`config.mk`:
```
export PLATFORM = sky130hd
export DESIGN_NAME = id_ex_stage_reg
export DESIGN_NICKNAME = d
export VERILOG_FILES = /design/src/rtl/core_pkg.sv /design/src/rtl/load_use_hazard_unit.sv /design/src/rtl/id_ex_stage_reg.sv
export SDC_FILE = /design/constraint.sdc
export NUM_CORES = 1
export LEC_CHECK = 0
export ABC_AREA = 1
export BUFFER_PORTS_ARGS = -buffer_cell sky130_fd_sc_hd__buf_2
export CAP_MARGIN = 20
export CORE_ASPECT_RATIO = 1.1
export CORE_MARGIN = 2
export CORE_UTILIZATION = 40
export CTS_CLUSTER_SIZE = 12
export DETAILED_ROUTE_END_ITERATION = 6
export PLACE_DENSITY_LB_ADDON = 0.25
export RECOVER_POWER = 25
export SLEW_MARGIN = 20
export SYNTH_ARGS = -nofsm -noshare
export SYNTH_HDL_FRONTEND = slang
export SYNTH_HIERARCHICAL = 1
export SYNTH_SLANG_ARGS = --single-unit
```
`constraint.sdc`:
```
create_clock -name i_clk -period 1.7 [get_ports i_clk]
set_input_delay 0.34 -clock i_clk [delete_from_list [all_inputs] [get_ports i_clk]]
set_output_delay 0.34 -clock i_clk [all_outputs]
set_load 0.05 [all_outputs]
```
`src/rtl/core_pkg.sv`:
```
// Shared decode/execute definitions for the 5-stage MIPS core.
package core_pkg;

  // Decoder control bundle carried from ID into EX.
  typedef struct packed {
    logic       regdst;
    logic       memread;
    logic       memtoreg;
    logic       memwrite;
    logic       alusrc;
    logic       regwrite;
    logic       ifsign;
    logic [5:0] aluop;
  } ctrl_t;

  // A bubble is an all-zero bundle: no writes, no memory access.
  localparam ctrl_t CTRL_BUBBLE = '0;

  // ALU operation encodings produced by the decoder.
  localparam logic [5:0] ALUOP_MEM   = 6'b000000;
  localparam logic [5:0] ALUOP_RTYPE = 6'b000010;
  localparam logic [5:0] ALUOP_ADDI  = 6'b000011;
  localparam logic [5:0] ALUOP_ANDI  = 6'b000111;
  localparam logic [5:0] ALUOP_ORI   = 6'b001011;
  localparam logic [5:0] ALUOP_XORI  = 6'b001111;
  localparam logic [5:0] ALUOP_SLTI  = 6'b011011;
  localparam logic [5:0] ALUOP_LUI   = 6'b011111;
  localparam logic [5:0] ALUOP_SLTIU = 6'b100111;

endpackage

```
`src/rtl/load_use_hazard_unit.sv`:
```
// Combinational load-use hazard detection between the EX load and the ID
// instruction. A taken branch/jump suppresses the stall request because the
// ID instruction is being killed anyway.
module load_use_hazard_unit #(
  parameter int REG_AW = 5
) (
  input  logic              i_ex_valid,
  input  logic              i_ex_memread,
  input  logic [REG_AW-1:0] i_ex_rt,
  input  logic              i_id_valid,
  input  logic [REG_AW-1:0] i_id_rs,
  input  logic [REG_AW-1:0] i_id_rt,
  input  logic              i_id_alusrc,
  input  logic              i_id_memwrite,
  input  logic              i_flush,
  output logic              o_hazard,
  output logic              o_stall
);

  logic ex_is_load;
  logic id_uses_rt;
  logic src_match;

  // A load into $0 never produces a value anyone waits for; rt is only a
  // source for register-register ops and for store data.
  always_comb begin
    ex_is_load = i_ex_valid & i_ex_memread & (i_ex_rt != '0);
    id_uses_rt = ~i_id_alusrc | i_id_memwrite;
    src_match  = (i_ex_rt == i_id_rs) | ((i_ex_rt == i_id_rt) & id_uses_rt);
    o_hazard   = ex_is_load & i_id_valid & src_match;
    o_stall    = o_hazard & ~i_flush;
  end

endmodule

```
`src/rtl/id_ex_stage_reg.sv`:
```
// ID/EX pipeline register with load-use bubble insertion, branch flush,
// global hold and a saturating stall-cycle counter.
module id_ex_stage_reg
  import core_pkg::*;
#(
  parameter int DATA_W = 32,
  parameter int REG_AW = 5,
  parameter int CNT_W  = 16
) (
  input  logic              i_clk,
  input  logic              i_rst_n,
  input  logic              i_regdst,
  input  logic              i_memread,
  input  logic              i_memtoreg,
  input  logic              i_memwrite,
  input  logic              i_alusrc,
  input  logic              i_regwrite,
  input  logic              i_ifsign,
  input  logic [5:0]        i_aluop,
  input  logic [DATA_W-1:0] i_rs_data,
  input  logic [DATA_W-1:0] i_rt_data,
  input  logic [DATA_W-1:0] i_imm,
  input  logic [DATA_W-1:0] i_pc4,
  input  logic [REG_AW-1:0] i_rs,
  input  logic [REG_AW-1:0] i_rt,
  input  logic [REG_AW-1:0] i_rd,
  input  logic              i_id_valid,
  input  logic              i_flush,
  input  logic              i_hold,
  output logic              o_regdst,
  output logic              o_memread,
  output logic              o_memtoreg,
  output logic              o_memwrite,
  output logic              o_alusrc,
  output logic              o_regwrite,
  output logic              o_ifsign,
  output logic [5:0]        o_aluop,
  output logic [DATA_W-1:0] o_rs_data,
  output logic [DATA_W-1:0] o_rt_data,
  output logic [DATA_W-1:0] o_imm,
  output logic [DATA_W-1:0] o_pc4,
  output logic [REG_AW-1:0] o_rs,
  output logic [REG_AW-1:0] o_rt,
  output logic [REG_AW-1:0] o_rd,
  output logic              o_ex_valid,
  output logic              o_stall,
  output logic [CNT_W-1:0]  o_stall_cnt
);

  ctrl_t              ctrl_q, ctrl_d, id_ctrl;
  logic [DATA_W-1:0]  rs_data_q, rs_data_d;
  logic [DATA_W-1:0]  rt_data_q, rt_data_d;
  logic [DATA_W-1:0]  imm_q, imm_d;
  logic [DATA_W-1:0]  pc4_q, pc4_d;
  logic [REG_AW-1:0]  rs_q, rs_d;
  logic [REG_AW-1:0]  rt_q, rt_d;
  logic [REG_AW-1:0]  rd_q, rd_d;
  logic               ex_valid_q, ex_valid_d;
  logic [CNT_W-1:0]   cnt_q, cnt_d;
  logic               hazard;

  assign id_ctrl = '{regdst: i_regdst, memread: i_memread, memtoreg: i_memtoreg,
                     memwrite: i_memwrite, alusrc: i_alusrc, regwrite: i_regwrite,
                     ifsign: i_ifsign, aluop: i_aluop};

  load_use_hazard_unit #(.REG_AW(REG_AW)) u_hazard (
    .i_ex_valid   (ex_valid_q),
    .i_ex_memread (ctrl_q.memread),
    .i_ex_rt      (rt_q),
    .i_id_valid   (i_id_valid),
    .i_id_rs      (i_rs),
    .i_id_rt      (i_rt),
    .i_id_alusrc  (i_alusrc),
    .i_id_memwrite(i_memwrite),
    .i_flush      (i_flush),
    .o_hazard     (hazard),
    .o_stall      (o_stall)
  );

  // Next-state: flush beats hold beats hazard beats normal capture.
  always_comb begin
    ctrl_d     = ctrl_q;
    rs_data_d  = rs_data_q;
    rt_data_d  = rt_data_q;
    imm_d      = imm_q;
    pc4_d      = pc4_q;
    rs_d       = rs_q;
    rt_d       = rt_q;
    rd_d       = rd_q;
    ex_valid_d = ex_valid_q;
    cnt_d      = cnt_q;
    if (i_flush || (!i_hold && hazard)) begin
      ctrl_d     = CTRL_BUBBLE;
      rs_data_d  = '0;
      rt_data_d  = '0;
      imm_d      = '0;
      pc4_d      = '0;
      rs_d       = '0;
      rt_d       = '0;
      rd_d       = '0;
      ex_valid_d = 1'b0;
      // Only real load-use stalls are counted, never flush bubbles.
      if (!i_flush && (cnt_q != '1)) cnt_d = cnt_q + CNT_W'(1);
    end else if (!i_hold) begin
      ctrl_d     = i_id_valid ? id_ctrl : CTRL_BUBBLE;
      rs_data_d  = i_rs_data;
      rt_data_d  = i_rt_data;
      imm_d      = i_imm;
      pc4_d      = i_pc4;
      rs_d       = i_rs;
      rt_d       = i_rt;
      rd_d       = i_rd;
      ex_valid_d = i_id_valid;
    end
  end

  // State register; reset leaves a bubble in EX and clears the counter.
  always_ff @(posedge i_clk or negedge i_rst_n) begin
    if (!i_rst_n) begin
      ctrl_q     <= CTRL_BUBBLE;
      rs_data_q  <= '0;
      rt_data_q  <= '0;
      imm_q      <= '0;
      pc4_q      <= '0;
      rs_q       <= '0;
      rt_q       <= '0;
      rd_q       <= '0;
      ex_valid_q <= 1'b0;
      cnt_q      <= '0;
    end else begin
      ctrl_q     <= ctrl_d;
      rs_data_q  <= rs_data_d;
      rt_data_q  <= rt_data_d;
      imm_q      <= imm_d;
      pc4_q      <= pc4_d;
      rs_q       <= rs_d;
      rt_q       <= rt_d;
      rd_q       <= rd_d;
      ex_valid_q <= ex_valid_d;
      cnt_q      <= cnt_d;
    end
  end

  assign o_regdst    = ctrl_q.regdst;
  assign o_memread   = ctrl_q.memread;
  assign o_memtoreg  = ctrl_q.memtoreg;
  assign o_memwrite  = ctrl_q.memwrite;
  assign o_alusrc    = ctrl_q.alusrc;
  assign o_regwrite  = ctrl_q.regwrite;
  assign o_ifsign    = ctrl_q.ifsign;
  assign o_aluop     = ctrl_q.aluop;
  assign o_rs_data   = rs_data_q;
  assign o_rt_data   = rt_data_q;
  assign o_imm       = imm_q;
  assign o_pc4       = pc4_q;
  assign o_rs        = rs_q;
  assign o_rt        = rt_q;
  assign o_rd        = rd_q;
  assign o_ex_valid  = ex_valid_q;
  assign o_stall_cnt = cnt_q;

endmodule

```
==> reports/metrics.csv <==
metric,value,unit
stdcell_area,11320,um^2
wirelength,25290,um
ys_seq_area_frac,0.5827,
synth_most_common_cell,nand2_1,
numPortBuffers,334,
overflow,0,
path_class,flip-flop to output pin,
io_pins,335,
ys_top_cells_by_count,"nand2_1 (383), dfrtp_1 (173), a21oi_1 (143)",
ys_warn_count,6,
setup_viol,174,
grt_use_met3,0.04969,
async_reset_ff_frac,1.000,
end_kind,output pin,
synthFlopType,dfrtp_1,
hold_violations,0,
rsz0062_at_grt,yes,
grt-busiest-layer,met2,
dpl_cell_area,9579,um^2
dr.pass1.iters,5,
fin_crit_sh,1.235,
cts-root-buf,clkbuf_16,
syn-instance-count,896,
fin_ws,-0.3996,ns
coreArea,18280,um^2
drtIter0Drc,335,
synth_seq_cells,173,
die_w,133.9,um
ant_nets,0,
crit_required,1.36,ns
fin_nets,1429,
finClkSkew,0.01396,ns
worstPathMaxFanout,6,
syn-num-nets,1058,
synth_cell_types,22,
use_met2,0.4110,
num_vias,7537,
powerDensity,985.0,nW/um^2
yosys-top-cells-area,"dfrtp_1 (58%), nand2_1 (19%), a21oi_1 (9.6%)",
grt_first_pass_wirelength,37690,um
htreeDepth,4,
cp.arrival,1.76,ns
period_needed,2.100,ns
p_leak,5.926,nW
crit_path_start_kind,flip-flop,
synth_area_per_cell,8.292,um^2
cts_buffer_depth,2,
yosysTopAreaCellShare,0.5827,
grtUsageMet1,0.3038,
start_util,0.4064,
yosys.area.top_type,dfrtp_1,
cts_tree,yes,
route.detailed.drc,0,
finalMaxSlewViolations,0,
synth_area,7430,um^2
dieArea,19680,um^2
hpwl,15730,um
gp_routability_congestion,0.8026,
antenna_found_initial,1,
synthToLayoutAreaGrowth,52.42,%
die_h,146.9,um
grt_max_degree,158,
grt_pass1_vias,7165,
synth_edf_count,0,
min_path_type,input pin to flip-flop,
drive_gt1_frac,0.4433,
slowest_delay,0.45,ns
violations,negative setup slack,
irDropWorstVdd,0.6902,mV
numCtsBuffers,17,
wl_per_cell,16.61,um
fillCellCount,1585,
outcome,"finished, violations left",
critPathSlowestCell,dfrtp_2,
cts_sinks,173,
rows,52,
slew-limit-headroom,0.4277,
final_util,0.6194,
path_cells,nand2_2 > nand2_1 > nor2_1 > nand3_1 > nand2_1 > nand2_2 > buf_6 > nor2_4 > buf_8,
grt_use_total,0.2430,
worst_pin_slew,0.8584,ns
insertion_delay,0.43,ns
path_clk_slew,0.07,ns
maxCapViolations,0,
vias_per_cell,4.949,
fmax,0.4763,GHz
-- routing by layer --
| layer | vias up | part of all wire | wire length [um] |
|---|---|---|---|
| li1 | 3585 | - | - |
| met1 | 3639 | 0.40 | 10090 |
| met2 | 264 | 0.51 | 12940 |
| met3 | 49 | 0.060 | 1517 |
| met4 | 0 | 0.030 | 753 |
| met5 | - | 0 | 0 |
-- timing repair --
item                                   4_1_cts  5_1_grt
gates cloned                                10        7
resized for setup                           83       95
setup endpoints to repair                  165      174
hold buffers                                 1        0
pin swaps                                    7       12
endpoints found under the hold margin       23        0
buffers inserted                            15       13
-- path summary, 6_finish.rpt --
path,startpoint,end,slack [ns],depth (start not counted)
worst max-delay path,o_rt[2]$_DFFE_PN0P_,o_stall,-0.40,9
worst min-delay path,i_imm[2],o_imm[2]$_DFFE_PN0P_,0.14,3
worst max register to register,o_rt[1]$_DFFE_PN0P_,o_rs[1]$_DFFE_PN0P_,-0.37,17
worst min register to register,o_aluop[1]$_DFFE_PN0P_,o_aluop[1]$_DFFE_PN0P_,0.52,2
max in group asynchronous,i_rst_n,o_rt_data[3]$_DFFE_PN0P_,0.19,3
min in group asynchronous,i_rst_n,o_stall_cnt[9]$_DFFE_PN0P_,0.51,2
-- final cells by class --
| cell class | count | area (um^2) | area share |
|---|---|---|---|
| Inverter | 49 | 196.4 | 0.01735 |
| Antenna cell | 1 | 2.502 | 0.0002210 |
| Timing Repair Buffer | 404 | 2666 | 0.2354 |
| Clock buffer | 18 | 439.2 | 0.03878 |
| Sequential cell | 173 | 4338 | 0.3831 |
| Multi-Input combinational cell | 622 | 3178 | 0.2806 |
| Tap cell | 243 | 304.0 | 0.02685 |
| Clock inverter | 13 | 200.2 | 0.01768 |
-- flip-flops by register name, indices dropped and copies added (netlist names), 5 cells and up --
signal,cells
o_rs_data,32
o_stall_cnt,16
o_rd,5
o_rt,5
o_rt_data,32
o_pc4,32
o_imm,32
o_rs,5
o_aluop,6
-- cell usage in the layout, fill, tap and decap left out, types with 14 or more instances in the layout --
| master | synthesis | final |
|---|---|---|
| nand2_1 | 383 | 372 |
| buf_2 | 32 | 332 |
| dfrtp_1 | 173 | 166 |
| a21oi_1 | 143 | 77 |
| a21oi_2 | 0 | 63 |
| inv_1 | 44 | 39 |
| nand3_1 | 37 | 26 |
| clkbuf_16 | 0 | 24 |
| buf_4 | 2 | 24 |
| buf_12 | 0 | 14 |
-- power breakdown --
| group | switching (W) | leakage (nW) | internal, W |
|---|---|---|---|
| clock network | 0.00173 | 0.310 | 0.00253 |
| logic | 0.00165 | 3.31 | 0.000710 |
| registers | 0.000179 | 2.30 | 0.00435 |
-- logic make-up after synthesis --
family / after synthesis / share of synthesized area
compound gates: 156 / 0.1051
xor+xnor: 3 / 0.003537
fa+ha+maj: 1 / 0.001684
buf+inv: 103 / 0.05978
flops: 173 / 0.5827
simple gates: 460 / 0.2472
-- metrics by stage --
step | hold WS [ns] | setup slack (ns) | std cells | total power [W] | TNS (ns)
global route | 0.1303 | -0.5040 | 1523 | 0.01157 | -67.02
detailed placement | 0.2321 | -0.1736 | 1453 | 0.006682 | -10.24
CTS | 0.1272 | -0.2875 | 1510 | 0.01111 | -34.70
finish | 0.1415 | -0.3996 | 1523 | 0.01115 | -45.30
floorplan | 0.04441 | -0.06951 | 896 | 0.005922 | -0.4810
global placement | 0.2322 | -0.1031 | 1453 | 0.006667 | -7.494
-- critical path, delay by kind of cell, from the launching register on --
kind	cells	cell delay, ns
buffers and inverters	2	0.28
flip-flops	1	0.45
AND/OR/NAND/NOR	7	0.58
Note: power is estimated with default switching activity, not from simulation.
